==> config.mk <==
export PLATFORM = sky130hd
export DESIGN_NAME = pipe_ctrl
export DESIGN_NICKNAME = d
export VERILOG_FILES = /design/src/rtl/pipe_ctrl.sv
export SDC_FILE = /design/constraint.sdc
export NUM_CORES = 1
export LEC_CHECK = 0
export BUFFER_PORTS_ARGS = -buffer_cell sky130_fd_sc_hd__buf_2
export CORE_MARGIN = 5
export CORE_UTILIZATION = 49
export CTS_BUF_LIST = sky130_fd_sc_hd__clkbuf_2
export DETAILED_ROUTE_END_ITERATION = 12
export GPL_ROUTABILITY_DRIVEN = 0
export PLACE_DENSITY = 0.9
export SYNTH_ARGS = -nofsm -noshare
export SYNTH_HDL_FRONTEND = slang
export SYNTH_SLANG_ARGS = --single-unit
==> constraint.sdc <==
create_clock -name clk -period 1.8 [get_ports clk]
set_input_delay 0.27 -clock clk [delete_from_list [all_inputs] [get_ports clk]]
set_output_delay 0.27 -clock clk [all_outputs]
set_load 0.01 [all_outputs]
==> src/rtl/pipe_ctrl.sv <==
// Pipeline stall/flush controller: stall vector, exception flush and redirect,
// deferred exceptions while MEM is stalled, and a data-bus watchdog.
module pipe_ctrl #(
  parameter logic [31:0] EXC_VECTOR  = 32'h0000_0020,
  parameter int          BUS_TIMEOUT = 255,
  parameter int          TO_W        = 8
) (
  input  logic        clk,
  input  logic        reset_n,
  input  logic        stallreq_id,
  input  logic        stallreq_ex,
  input  logic        stallreq_mem,
  input  logic        except_valid,
  input  logic        except_eret,
  input  logic [31:0] cp0_epc,
  output logic [5:0]  stall,
  output logic        flush,
  output logic [31:0] new_pc,
  output logic        bus_err,
  output logic [31:0] stall_cycles
);

  typedef enum logic [0:0] {
    RUN  = 1'b0,
    PEND = 1'b1
  } state_t;

  localparam logic [TO_W-1:0] WD_LAST = TO_W'(BUS_TIMEOUT - 1);

  state_t            state_r, state_nxt_s;
  logic [TO_W-1:0]   watchdog_r, watchdog_nxt_s;
  logic              pend_eret_r;
  logic [31:0]       pend_epc_r;
  logic              bus_err_r;
  logic [31:0]       stall_cycles_r;
  logic              latch_s;
  logic              wd_fire_s;
  logic              flush_s;
  logic [31:0]       new_pc_s;
  logic [5:0]        stall_s;

  // A bus error outranks both live and pending exceptions.
  assign wd_fire_s = stallreq_mem && (watchdog_r == WD_LAST);

  // Next-state, flush and redirect decision.
  always_comb begin
    state_nxt_s = state_r;
    flush_s     = 1'b0;
    new_pc_s    = 32'h0000_0000;
    latch_s     = 1'b0;
    case (state_r)
      RUN: begin
        if (wd_fire_s) begin
          flush_s  = 1'b1;
          new_pc_s = EXC_VECTOR;
        end else if (except_valid && !stallreq_mem) begin
          flush_s  = 1'b1;
          new_pc_s = except_eret ? cp0_epc : EXC_VECTOR;
        end else if (except_valid) begin
          latch_s     = 1'b1;
          state_nxt_s = PEND;
        end else begin
          state_nxt_s = RUN;
        end
      end
      PEND: begin
        if (wd_fire_s) begin
          flush_s     = 1'b1;
          new_pc_s    = EXC_VECTOR;
          state_nxt_s = RUN;
        end else if (!stallreq_mem) begin
          flush_s     = 1'b1;
          new_pc_s    = pend_eret_r ? pend_epc_r : EXC_VECTOR;
          state_nxt_s = RUN;
        end else begin
          state_nxt_s = PEND;
        end
      end
      default: begin
        state_nxt_s = RUN;
      end
    endcase
  end

  // Stall vector; MEM stall leaves WB draining.
  always_comb begin
    stall_s = 6'b000000;
    if (flush_s) begin
      stall_s = 6'b000000;
    end else if (stallreq_mem) begin
      stall_s = 6'b011111;
    end else if (stallreq_ex) begin
      stall_s = 6'b001111;
    end else if (stallreq_id) begin
      stall_s = 6'b000111;
    end else begin
      stall_s = 6'b000000;
    end
  end

  // Watchdog counts consecutive unflushed MEM stall cycles.
  always_comb begin
    watchdog_nxt_s = '0;
    if (!stallreq_mem || flush_s) begin
      watchdog_nxt_s = '0;
    end else begin
      watchdog_nxt_s = watchdog_r + TO_W'(1);
    end
  end

  // State, pending exception, watchdog and statistics registers.
  always_ff @(posedge clk or negedge reset_n) begin
    if (!reset_n) begin
      state_r        <= RUN;
      watchdog_r     <= '0;
      pend_eret_r    <= 1'b0;
      pend_epc_r     <= 32'h0000_0000;
      bus_err_r      <= 1'b0;
      stall_cycles_r <= 32'h0000_0000;
    end else begin
      state_r    <= state_nxt_s;
      watchdog_r <= watchdog_nxt_s;
      bus_err_r  <= wd_fire_s;
      if (latch_s) begin
        pend_eret_r <= except_eret;
        pend_epc_r  <= cp0_epc;
      end
      if ((stall_s != 6'b000000) && (stall_cycles_r != 32'hFFFF_FFFF)) begin
        stall_cycles_r <= stall_cycles_r + 32'd1;
      end
    end
  end

  assign stall        = stall_s;
  assign flush        = flush_s;
  assign new_pc       = new_pc_s;
  assign bus_err      = bus_err_r;
  assign stall_cycles = stall_cycles_r;

  pipe_ctrl_chk u_chk (
    .clk     (clk),
    .reset_n (reset_n),
    .flush   (flush_s),
    .stall   (stall_s)
  );

endmodule

// Checker: a flush cycle never holds any pipeline register.
module pipe_ctrl_chk (
  input logic       clk,
  input logic       reset_n,
  input logic       flush,
  input logic [5:0] stall
);

  a_flush_no_stall: assert property (@(posedge clk) disable iff (!reset_n)
    flush |-> (stall == 6'b000000));

endmodule

Word level (Yosys, flattened, before mapping)
Cells that the tools add are included.
{"block": "word_totals", "in_bits": 39, "out_inout_bits": 72, "wordCells": 41, "ff_bits": 75}
{"block": "classes", "eq_ne": 2, "n_reduce_logical": 6, "n_bitwise": 1, "n_mux": 24, "addsub": 2}
{"op": "32-bit two-way mux", "count": 6}
{"op": "32-bit case mux with 2 select lines", "count": 1}
{"op": "32-bit by 1-bit adder with 32-bit output (second input constant)", "count": 1}
{"op": "32-bit inequality test (second input constant)", "count": 1}
{"op": "1-bit two-way mux", "count": 10}
{"op": "5-bit two-way mux", "count": 2}
{"op": "8-bit by 1-bit adder with 8-bit output (second input constant)", "count": 1}
{"op": "8-bit equality test (second input constant)", "count": 1}
{"op": "8-bit two-way mux", "count": 1}
{"op": "6-bit nonzero test", "count": 1}
{"op": "4-bit two-way mux", "count": 1}
{"op": "1-bit case mux with 2 select lines", "count": 2}
{"op": "1-bit logical AND", "count": 3}
{"op": "3-bit two-way mux", "count": 1}
{"op": "1-bit zero test", "count": 1}
{"op": "1-bit logical OR", "count": 1}
{"op": "1-bit inverter", "count": 1}

Longest topological paths before layout
Gate-level depths: netlist of run 1.
{"block": "logic_depth", "word_depth": 8, "ltp_mapped": 8, "mapped_depth_nobuf": 8}

Least setup slack after synthesis of run 1
No wires, ideal clock.
{"block": "synth_path", "path_kind": "reg2reg", "from": "reg stall_cycles_r[0], in the netlist stall_cycles[0]", "to": "reg stall_cycles_r[22], in the netlist stall_cycles[22]", "setup_time_ns": 0.128, "path_stages_with_launch": 8, "required_time_ns": 1.672, "synth_period_minus_slack_ns": 1.884, "arrival_time_ns": 1.756, "path_buffers": 1, "path_slack_ns": -0.084, "cell_sequence": "dfrtp_1 > ha_1 > and3_1 > and3_4 > and3_1 > buf_4 > nand4_1 > mux2_1"}
{"block": "synth_via", "elab_chain_cells": 2, "word_cells_on_any_way": 3, "cone_classes": "add/sub: 1; eq/ne: 1; reduce/logical: 1"}
{"element": "start, declared", "line_no": "35", "source": "logic [31:0] stall_cycles_r;"}
{"element": "start signal, assigned", "line_no": "129", "source": "stall_cycles_r <= stall_cycles_r + 32'd1;"}
{"element": "branches (longest 2 deep; another with 32-bit by 1-bit adder with 32-bit output)"}
Parallel ways; which one is timed is not known.
A chain may end at the register's enable or synchronous reset.

Final worst setup path of run 1
{"block": "layout_path", "from": "reg state_r", "to": "out new_pc[7]"}
{"block": "layout_via", "elab_chain_cells": 2}
{"element": "start, declared", "line_no": "30", "source": "state_t state_r, state_nxt_s;"}
{"element": "start signal, assigned", "line_no": "121", "source": "state_r <= state_nxt_s;"}
{"element": "1-bit inverter"}
{"element": "32-bit case mux with 2 select lines *", "line_no": "51", "source": "case (state_r)"}
{"element": "end, declared", "line_no": "18", "source": "output logic [31:0] new_pc,"}
Every way passes the cells marked *; elsewhere a longest branch is shown, timed or not.

==> implementation parameters, run 1 <==
Parameter                              Value

Setup path
  Worst path required time    1.53 ns
  Critical path startpoint    state_r
  Setup crit end    new_pc[7]
  Arrival time reported for the critical path endpoint    2.03 ns
  Worst R2R End    stall_cycles[27]
  Kind of end point of the critical path    output pin
  CP max FO    6
  Cell count of the worst reg-to-reg path    11
  Crit path kind    flop to output pin
  Worst reg2reg path startpoint    state_r
  Startpoint type of the worst setup path    flop
  Worst setup slack for register-to-register paths    -0.27 ns

Global route
  M2 GR Usage    45.45%
  Busiest metal layer after global routing    met2
  First-pass GRT wire length    18.93 mm
  Global routing usage summed across all routing layers    24.76%
  Maximum number of pins on one net before global-route repair    61
  Number of antenna violations at the first check in global routing    0
  Final global-route overflow total    0
  GR Util met3    6.000%
  Number of global-route vias before repair    3,680
  Met1 track demand over resource in global routing    27.96%

Routing
  Average via count per standard cell    5.688
  Number of detailed-routing iterations run before antenna repair    4
  DRC violation total after the first TritonRoute iteration    107
  Routed length per instance    20.32 um
  Post-detailed-route count of antenna-violating nets    0
  Aggregate routed wire length    12.97 mm
  DRC violations left    0
  Routed via count    3,629

Yosys
  Combinational family with the most area after synthesis    simple AND/OR/NAND/NOR gates
  Portion of netlist area occupied by mux cells    10.32%
  Synth Area in Compound Gates    8.358%
  Post-Syn Area per Cell    11.86 sq um
  Number of register bits inferred by synthesis    75
  Parity-gate share of the synthesized area counting xor and xnor cells    8.260%
  Part of the Yosys area used for sequential elements    49.16%
  Summed instance area of the synthesized netlist    3817 sq um
  Number of warnings issued by yosys    0
  Mapped Cells    322
  Adder-cell area share of the yosys netlist    0.9833%
  Number of nets produced by synthesis    364
  Simple-gate share of the synthesized area    19.63%
  Unique masters post-synth    42

Flow run
  Max-Cap Viols    0

Floorplan
  Area of the die    9656 sq um
  Number of cell rows    32
  Starting density of the core    49.92%
  DIE WIDTH    98.27 um
  Die height    98.27 um
  Total core area    7647 sq um
  Number of top-level pins    111

Timing
  Final Worst Setup Slack    -0.5040 ns
  Unrepaired setup endpoints after global routing    yes
  Final Hold Fails    0
  Top achievable clock speed    434.0 MHz
  Post-route clock skew    0.03064 ns
  Final clock period utilization by the worst path    128.0%
  Fin crit period    2.304 ns
  Count of endpoints failing setup in the final report    94
  Worst hold-check slack    0.1629 ns
  Pins over their slew limit    0

Status
  Failing checks    negative setup slack
  Status    complete, but fails checks

Placement
  Post-detailed-placement half-perimeter wirelength    7.067 mm
  # port buffers    109

Pwr
  Worst IR Drop VDD    0.0006657 V
  Static leakage    3.026 nW
  Share of total power in the clock network    20.9%
  Power share of the sequential group    49.4%
  Post-route total power    4.338 mW
  Power density over the cells    720.4 nW/um^2
  Switching share of power    33.91%
  Share of power burned in combinational logic    29.7%
  Internal Dissipation    2.867 mW
  Net switching power    1.471 mW

Finish
  Area used by multi-input combinational logic    2258 sq um
  Ant. Diodes    0
  Fill cell instance count of the final layout    437
  Share of layout cells above drive strength 1    54.48%
  Area growth, synth to finish    57.75%
  Final cell utilization of the core    78.75%
  Area used by sequential logic in the layout    1879 sq um
  Net count, final    573

Clock tree
  Number of clock sinks    75
  Reg clk slew, reported paths    0.23 ns
  CTS tree    yes
  Source-to-sink clock delay at the later pin of the worst-skew pair    0.54 ns
  Clk root buf    sky130_fd_sc_hd__clkbuf_2
  Depth of the CTS H-tree    3
  Max Buffers Root-to-Sink    2
  Number of buffers created by CTS    9

Worst hold path
  Worst hold path type    input pin to asynchronous set/reset pin
==> per-stage QoR <==
step           cell area (sq um)  worst slack (ns)  std cells  setup TNS, ns
2_1_floorplan               3837          0.002888        322              0
3_3_place_gp                4717           -0.1392        551         -3.705
3_5_place_dp                4717           -0.2145        551         -5.490
4_1_cts                     5669           -0.4186        627         -15.91
5_1_grt                     6022           -0.5988        638         -31.08
6_report                    6022           -0.5040        638         -22.33
==> repair_timing <==
item | in CTS | in global routing
buffers inserted | 19 | 18
endpoints found under the setup margin | 44 | 102
endpoints found under the hold margin | 48 | 0
gates resized for setup | 65 | 63
hold buffers | 34 | 0
pin swaps | 12 | 31
gates cloned | 7 | 1
==> critical path: stages, from the launching register on <==
cell and delay (ns):
sky130_fd_sc_hd__dfrtp_1 0.44, sky130_fd_sc_hd__buf_6 0.13, sky130_fd_sc_hd__nor4bb_4 0.28, sky130_fd_sc_hd__buf_6 0.18, sky130_fd_sc_hd__buf_6 0.14, sky130_fd_sc_hd__a22o_1 0.19
sky130_fd_sc_hd__buf_2 0.16
==> layer usage <==
layer  vias up  share of wire (%)
met3        42                6.8
met1      1799                 38
li1       1594                  -
met4         0                3.3
met2       194                 52
met5         -                  0
==> cell type report <==
| type | instances | share of cell area [%] |
|---|---|---|
| clock buffer | 9 | 0.7480 |
| inverter | 6 | 0.4986 |
| multi-input combinational | 225 | 37.50 |
| sequential | 75 | 31.21 |
| timing repair buffer | 214 | 26.93 |
| tap | 102 | 2.119 |
| clock inverter | 7 | 0.9973 |
==> kinds of logic (layout without fill, tap and decap cells) <==
kind of cell             after synthesis  after routing
AO/OA/AOI/OAI                         38             38
XOR/XNOR                              36             36
adder cells (fa/ha/maj)                3              3
buffers and inverters                 23            236
flip-flops                            75             75
multiplexers                          35             35
other                                  1              1
AND/OR/NAND/NOR                      111            112
==> cells in the mapped netlist <==
cell	instances	area share [%]
sky130_fd_sc_hd__xor2_1	23	5.3
sky130_fd_sc_hd__conb_1	1	0.098
sky130_fd_sc_hd__nor2_1	17	1.7
sky130_fd_sc_hd__nand2_1	14	1.4
sky130_fd_sc_hd__nor3_2	9	2.4
sky130_fd_sc_hd__clkbuf_1	6	0.59
sky130_fd_sc_hd__and3_1	9	1.5
sky130_fd_sc_hd__and3_4	2	0.59
sky130_fd_sc_hd__and2_1	2	0.33
sky130_fd_sc_hd__nand2_4	1	0.29
sky130_fd_sc_hd__nor3_1	4	0.52
sky130_fd_sc_hd__mux2_2	30	8.8
sky130_fd_sc_hd__buf_4	6	1.2
sky130_fd_sc_hd__buf_6	1	0.29
sky130_fd_sc_hd__buf_2	4	0.52
sky130_fd_sc_hd__ha_1	3	0.98
sky130_fd_sc_hd__o21ai_0	1	0.13
sky130_fd_sc_hd__inv_1	5	0.49
sky130_fd_sc_hd__xnor2_1	13	3.0
sky130_fd_sc_hd__or2_1	2	0.33
sky130_fd_sc_hd__a211oi_2	1	0.33
sky130_fd_sc_hd__mux2_1	5	1.5
sky130_fd_sc_hd__o21ai_1	1	0.13
sky130_fd_sc_hd__nor4bb_1	1	0.26
sky130_fd_sc_hd__nor4_4	2	1.1
sky130_fd_sc_hd__nand4_2	1	0.33
sky130_fd_sc_hd__nand2b_1	2	0.33
sky130_fd_sc_hd__dfrtp_1	75	49
sky130_fd_sc_hd__nand3_2	2	0.52
sky130_fd_sc_hd__nand3b_1	1	0.20
sky130_fd_sc_hd__nand3_1	19	2.5
sky130_fd_sc_hd__and4_1	4	0.92
sky130_fd_sc_hd__a22o_1	31	7.1
sky130_fd_sc_hd__o31ai_1	1	0.20
sky130_fd_sc_hd__a21o_1	1	0.20
sky130_fd_sc_hd__inv_2	1	0.098
sky130_fd_sc_hd__nand4_4	1	0.56
sky130_fd_sc_hd__and4_4	1	0.29
sky130_fd_sc_hd__a21oi_1	2	0.26
sky130_fd_sc_hd__nor4_2	4	1.3
sky130_fd_sc_hd__nand4_1	12	2.0
sky130_fd_sc_hd__nand4b_2	1	0.39
==> worst min-delay path by stage <==
stage	slack (ns)	cells after the start	from	endpoint
final	0.16	2	reset_n	pend_epc_r[28]
after global routing	0.15	2	reset_n	watchdog_r[2]
after floorplan	-0.03	0	reset_n	bus_err
after CTS	0.15	2	reset_n	watchdog_r[2]
after detailed placement	0.22	1	reset_n	pend_epc_r[29]
after global placement	0.21	1	reset_n	pend_epc_r[21]
==> flip-flops by register name (all words and copies together) (netlist names) <==
register	cells
watchdog_r	8
bus_err	1
stall_cycles	32
pend_eret_r	1
state_r	1
pend_epc_r	32
==> layout by cell type, fill, tap and decap left out, types with 4 or more instances in the layout <==
| master | instances |
|---|---|
| sky130_fd_sc_hd__xnor2_1 | 12 |
| sky130_fd_sc_hd__mux2_2 | 4 |
| sky130_fd_sc_hd__a22o_1 | 31 |
| sky130_fd_sc_hd__dlygate4sd3_1 | 34 |
| sky130_fd_sc_hd__xor2_1 | 23 |
| sky130_fd_sc_hd__nor2_1 | 12 |
| sky130_fd_sc_hd__nand3_2 | 5 |
| sky130_fd_sc_hd__nor4_4 | 5 |
| sky130_fd_sc_hd__nor3_4 | 9 |
| sky130_fd_sc_hd__nand4_1 | 12 |
| sky130_fd_sc_hd__and3_1 | 6 |
| sky130_fd_sc_hd__buf_4 | 46 |
| sky130_fd_sc_hd__clkbuf_2 | 9 |
| sky130_fd_sc_hd__nor2_4 | 5 |
| sky130_fd_sc_hd__mux2_4 | 31 |
| sky130_fd_sc_hd__nand2_1 | 12 |
| sky130_fd_sc_hd__buf_12 | 4 |
| sky130_fd_sc_hd__dfrtp_1 | 73 |
| sky130_fd_sc_hd__inv_6 | 4 |
| sky130_fd_sc_hd__nor3_2 | 4 |
| sky130_fd_sc_hd__buf_2 | 102 |
| sky130_fd_sc_hd__nand3_1 | 13 |
| sky130_fd_sc_hd__and3_4 | 5 |
| sky130_fd_sc_hd__inv_1 | 4 |
| sky130_fd_sc_hd__buf_6 | 26 |
==> power by group through the flow <==
| stage | Combinational (mW) | Sequential (mW) | Clock, mW |
|---|---|---|---|
| final | 1.29 | 2.14 | 0.906 |
| after global routing | 1.37 | 2.16 | 0.998 |
| after global placement | 0.898 | 2.13 | 0 |
| after floorplan | 0.463 | 2.18 | 0 |
| after detailed placement | 0.941 | 2.15 | 0 |
| after CTS | 1.20 | 2.12 | 0.908 |
No activity file was read; power rests on OpenSTA's default activity.
==> inputs of run 2 (changes only) <==
CORE_ASPECT_RATIO = 0.5   (was not set)
==> run 2 against run 1 <==
Net effect: the run still ends with negative setup slack left; critical path depth is 1 lower; non-clock buffer count is 10 higher; core utilization is 4.3 points higher; total power is 11% higher; cell area is 2.9% higher; cell count is 2.4% higher; via count is 7.0% higher; sequential share of layout area is 0.83 points lower; wire length is 15% higher.
==> implementation parameters, run 2 (synthesis results as in run 1) <==
Parameter                              Value

Status
  Status    complete, but fails checks
  Failing checks    negative setup slack

Timing
  Final Hold Fails    0
  Pins over their slew limit    0
  Worst hold-check slack    0.04851 ns
  Final Worst Setup Slack    -0.4131 ns
  Unrepaired setup endpoints after global routing    yes
  Final clock period utilization by the worst path    123.0%
  Count of endpoints failing setup in the final report    97
  Fin crit period    2.213 ns
  Top achievable clock speed    451.9 MHz
  Total negative slack    -28.06 ns
  Post-route clock skew    0.03800 ns

Setup path
  Worst setup slack for register-to-register paths    -0.35 ns
  Slowest cell on the critical path    sky130_fd_sc_hd__dfrtp_2
  Kind of end point of the critical path    output pin
  CP max FO    7
  Arrival time reported for the critical path endpoint    1.94 ns
  Worst path required time    1.53 ns
  Count of buffering cells on the critical path with inverters included    3
  Critical path's top delay family    flip-flops
  Cell occurring most often along the worst timing path    sky130_fd_sc_hd__buf_6
  Crit path kind    flop to output pin
  Worst path cell trace    nor4bb_4, buf_6, buf_6, a22o_1, buf_2
  Startpoint type of the worst setup path    flop
  Largest stage delay, worst path    0.48 ns

Global route
  M2 GR Usage    47.09%
  Final global-route overflow total    0
  GR Util met3    6.579%
  Maximum number of pins on one net before global-route repair    43
  Global routing usage summed across all routing layers    25.04%
  Met1 track demand over resource in global routing    26.42%
  Number of global-route vias before repair    3,737
  Busiest metal layer after global routing    met2
  Number of antenna violations at the first check in global routing    0
  First-pass GRT wire length    19.02 mm

Flow run
  Max-Cap Viols    0

Finish
  Post-route insts no fill    653
  Net count, final    582
  Fill cell instance count of the final layout    332
  Most frequent standard cell in the layout excluding fill and tap cells    sky130_fd_sc_hd__buf_2
  Commonest cells after routing, fill and taps aside    sky130_fd_sc_hd__buf_2, sky130_fd_sc_hd__dfrtp_1, sky130_fd_sc_hd__buf_4
  Area growth, synth to finish    62.27%
  Ant. Diodes    0
  Share of layout cells above drive strength 1    55.41%

Floorplan
  Starting density of the core    51.17%
  Number of cell rows    22
  Number of top-level pins    111
  DIE WIDTH    134.8 um
  Total core area    7460 sq um
  Area of the die    9763 sq um
  Die height    72.41 um

Pwr
  Post-route total power    4.836 mW
  Static leakage    3.171 nW
  Power density over the cells    780.7 nW/um^2
  Worst IR Drop VDD    0.0004685 V

Placement
  # port buffers    109
  Post-detailed-placement half-perimeter wirelength    7.046 mm
  Placed instance count    564
  Worst slack, placed    -0.004509 ns

Clock tree
  Number of buffers created by CTS    9
  Depth of the CTS H-tree    3
  Reg clk slew, reported paths    0.23 ns
  CTS tree    yes
  Number of clock sinks    75
  Max Buffers Root-to-Sink    2
  Source-to-sink clock delay at the later pin of the worst-skew pair    0.59 ns
  Clk root buf    sky130_fd_sc_hd__clkbuf_2

Routing
  Average via count per standard cell    5.945
  DRC violations left    0
  DRC violation total after the first TritonRoute iteration    355
  Aggregate routed wire length    14.87 mm
  Post-detailed-route count of antenna-violating nets    0
  Routed length per instance    22.77 um
  Routed via count    3,882
  Number of detailed-routing iterations run before antenna repair    6

Worst hold path
  Worst hold path type    input pin to asynchronous set/reset pin
-- run 2: cell count changes in the layout (fill, tap and decap cells not counted), sizes merged --
cell,previous run,this run
buf,179,186
bufinv,0,3
clkbuf,10,14
clkinvlp,1,0
inv,9,6
nor2,18,17
-- run 2: repair_timing --
action	CTS	global route
pin swaps	17	37
endpoints found under the setup margin	51	98
cloned	1	5
resized for setup	39	88
hold endpoints to repair	108	0
buffers inserted	17	18
hold buffers	34	0
-- run 2: worst paths after layout --
check | from | to | cells after the start
min in group clk | except_valid | state_r | 6
setup reg to reg | state_r | stall_cycles[25] | 11
hold / removal | reset_n | stall_cycles[28] | 2
hold reg to reg | stall_cycles[16] | stall_cycles[16] | 1
setup / recovery | state_r | new_pc[14] | 5
max in group asynchronous | reset_n | pend_epc_r[23] | 3
-- run 2: layer usage --
| metal | vias up | part of all wire, % | wire length, um |
|---|---|---|---|
| met2 | 269 | 49 | 7295 |
| li1 | 1610 | - | - |
| met3 | 69 | 7.5 | 1115 |
| met1 | 1934 | 39 | 5799 |
| met5 | - | 0 | 0 |
| met4 | 0 | 4.4 | 658 |
-- run 2: power by group --
group,internal (mW),switching [mW],leakage (nW)
Sequential,1.93,0.239,0.940
Clock,0.595,0.634,0.0933
Combinational,0.801,0.635,2.14
Total,3.33,1.51,3.17
-- run 2: final cells by class --
cell class	instances	area (sq um)	share of cell area, %
Clock buffer	10	50.05	0.8079
Timing Repair Buffer	224	1737	28.03
Tap cell	108	135.1	2.181
Multi-Input combinational cell	224	2262	36.52
Clock inverter	6	103.9	1.676
Inverter	6	25.02	0.4040
Sequential cell	75	1882	30.38
-- run 2: worst reg2reg max path: cells and delay by family (launching register included) --
family | cells | cell delay, ns
flip-flops | 1 | 0.48
XOR/XNOR | 1 | 0.23
buffers and inverters | 6 | 0.78
AND/OR/NAND/NOR | 3 | 0.39
AO/OA/AOI/OAI | 1 | 0.22
-- run 2: through the flow --
step	instance area, sq um	util, %
2_1_floorplan	3837	-
3_3_place_gp	4780	64.07
3_5_place_dp	4780	64.07
4_1_cts	5570	74.67
5_1_grt	6195	83.04
6_report	6195	83.04
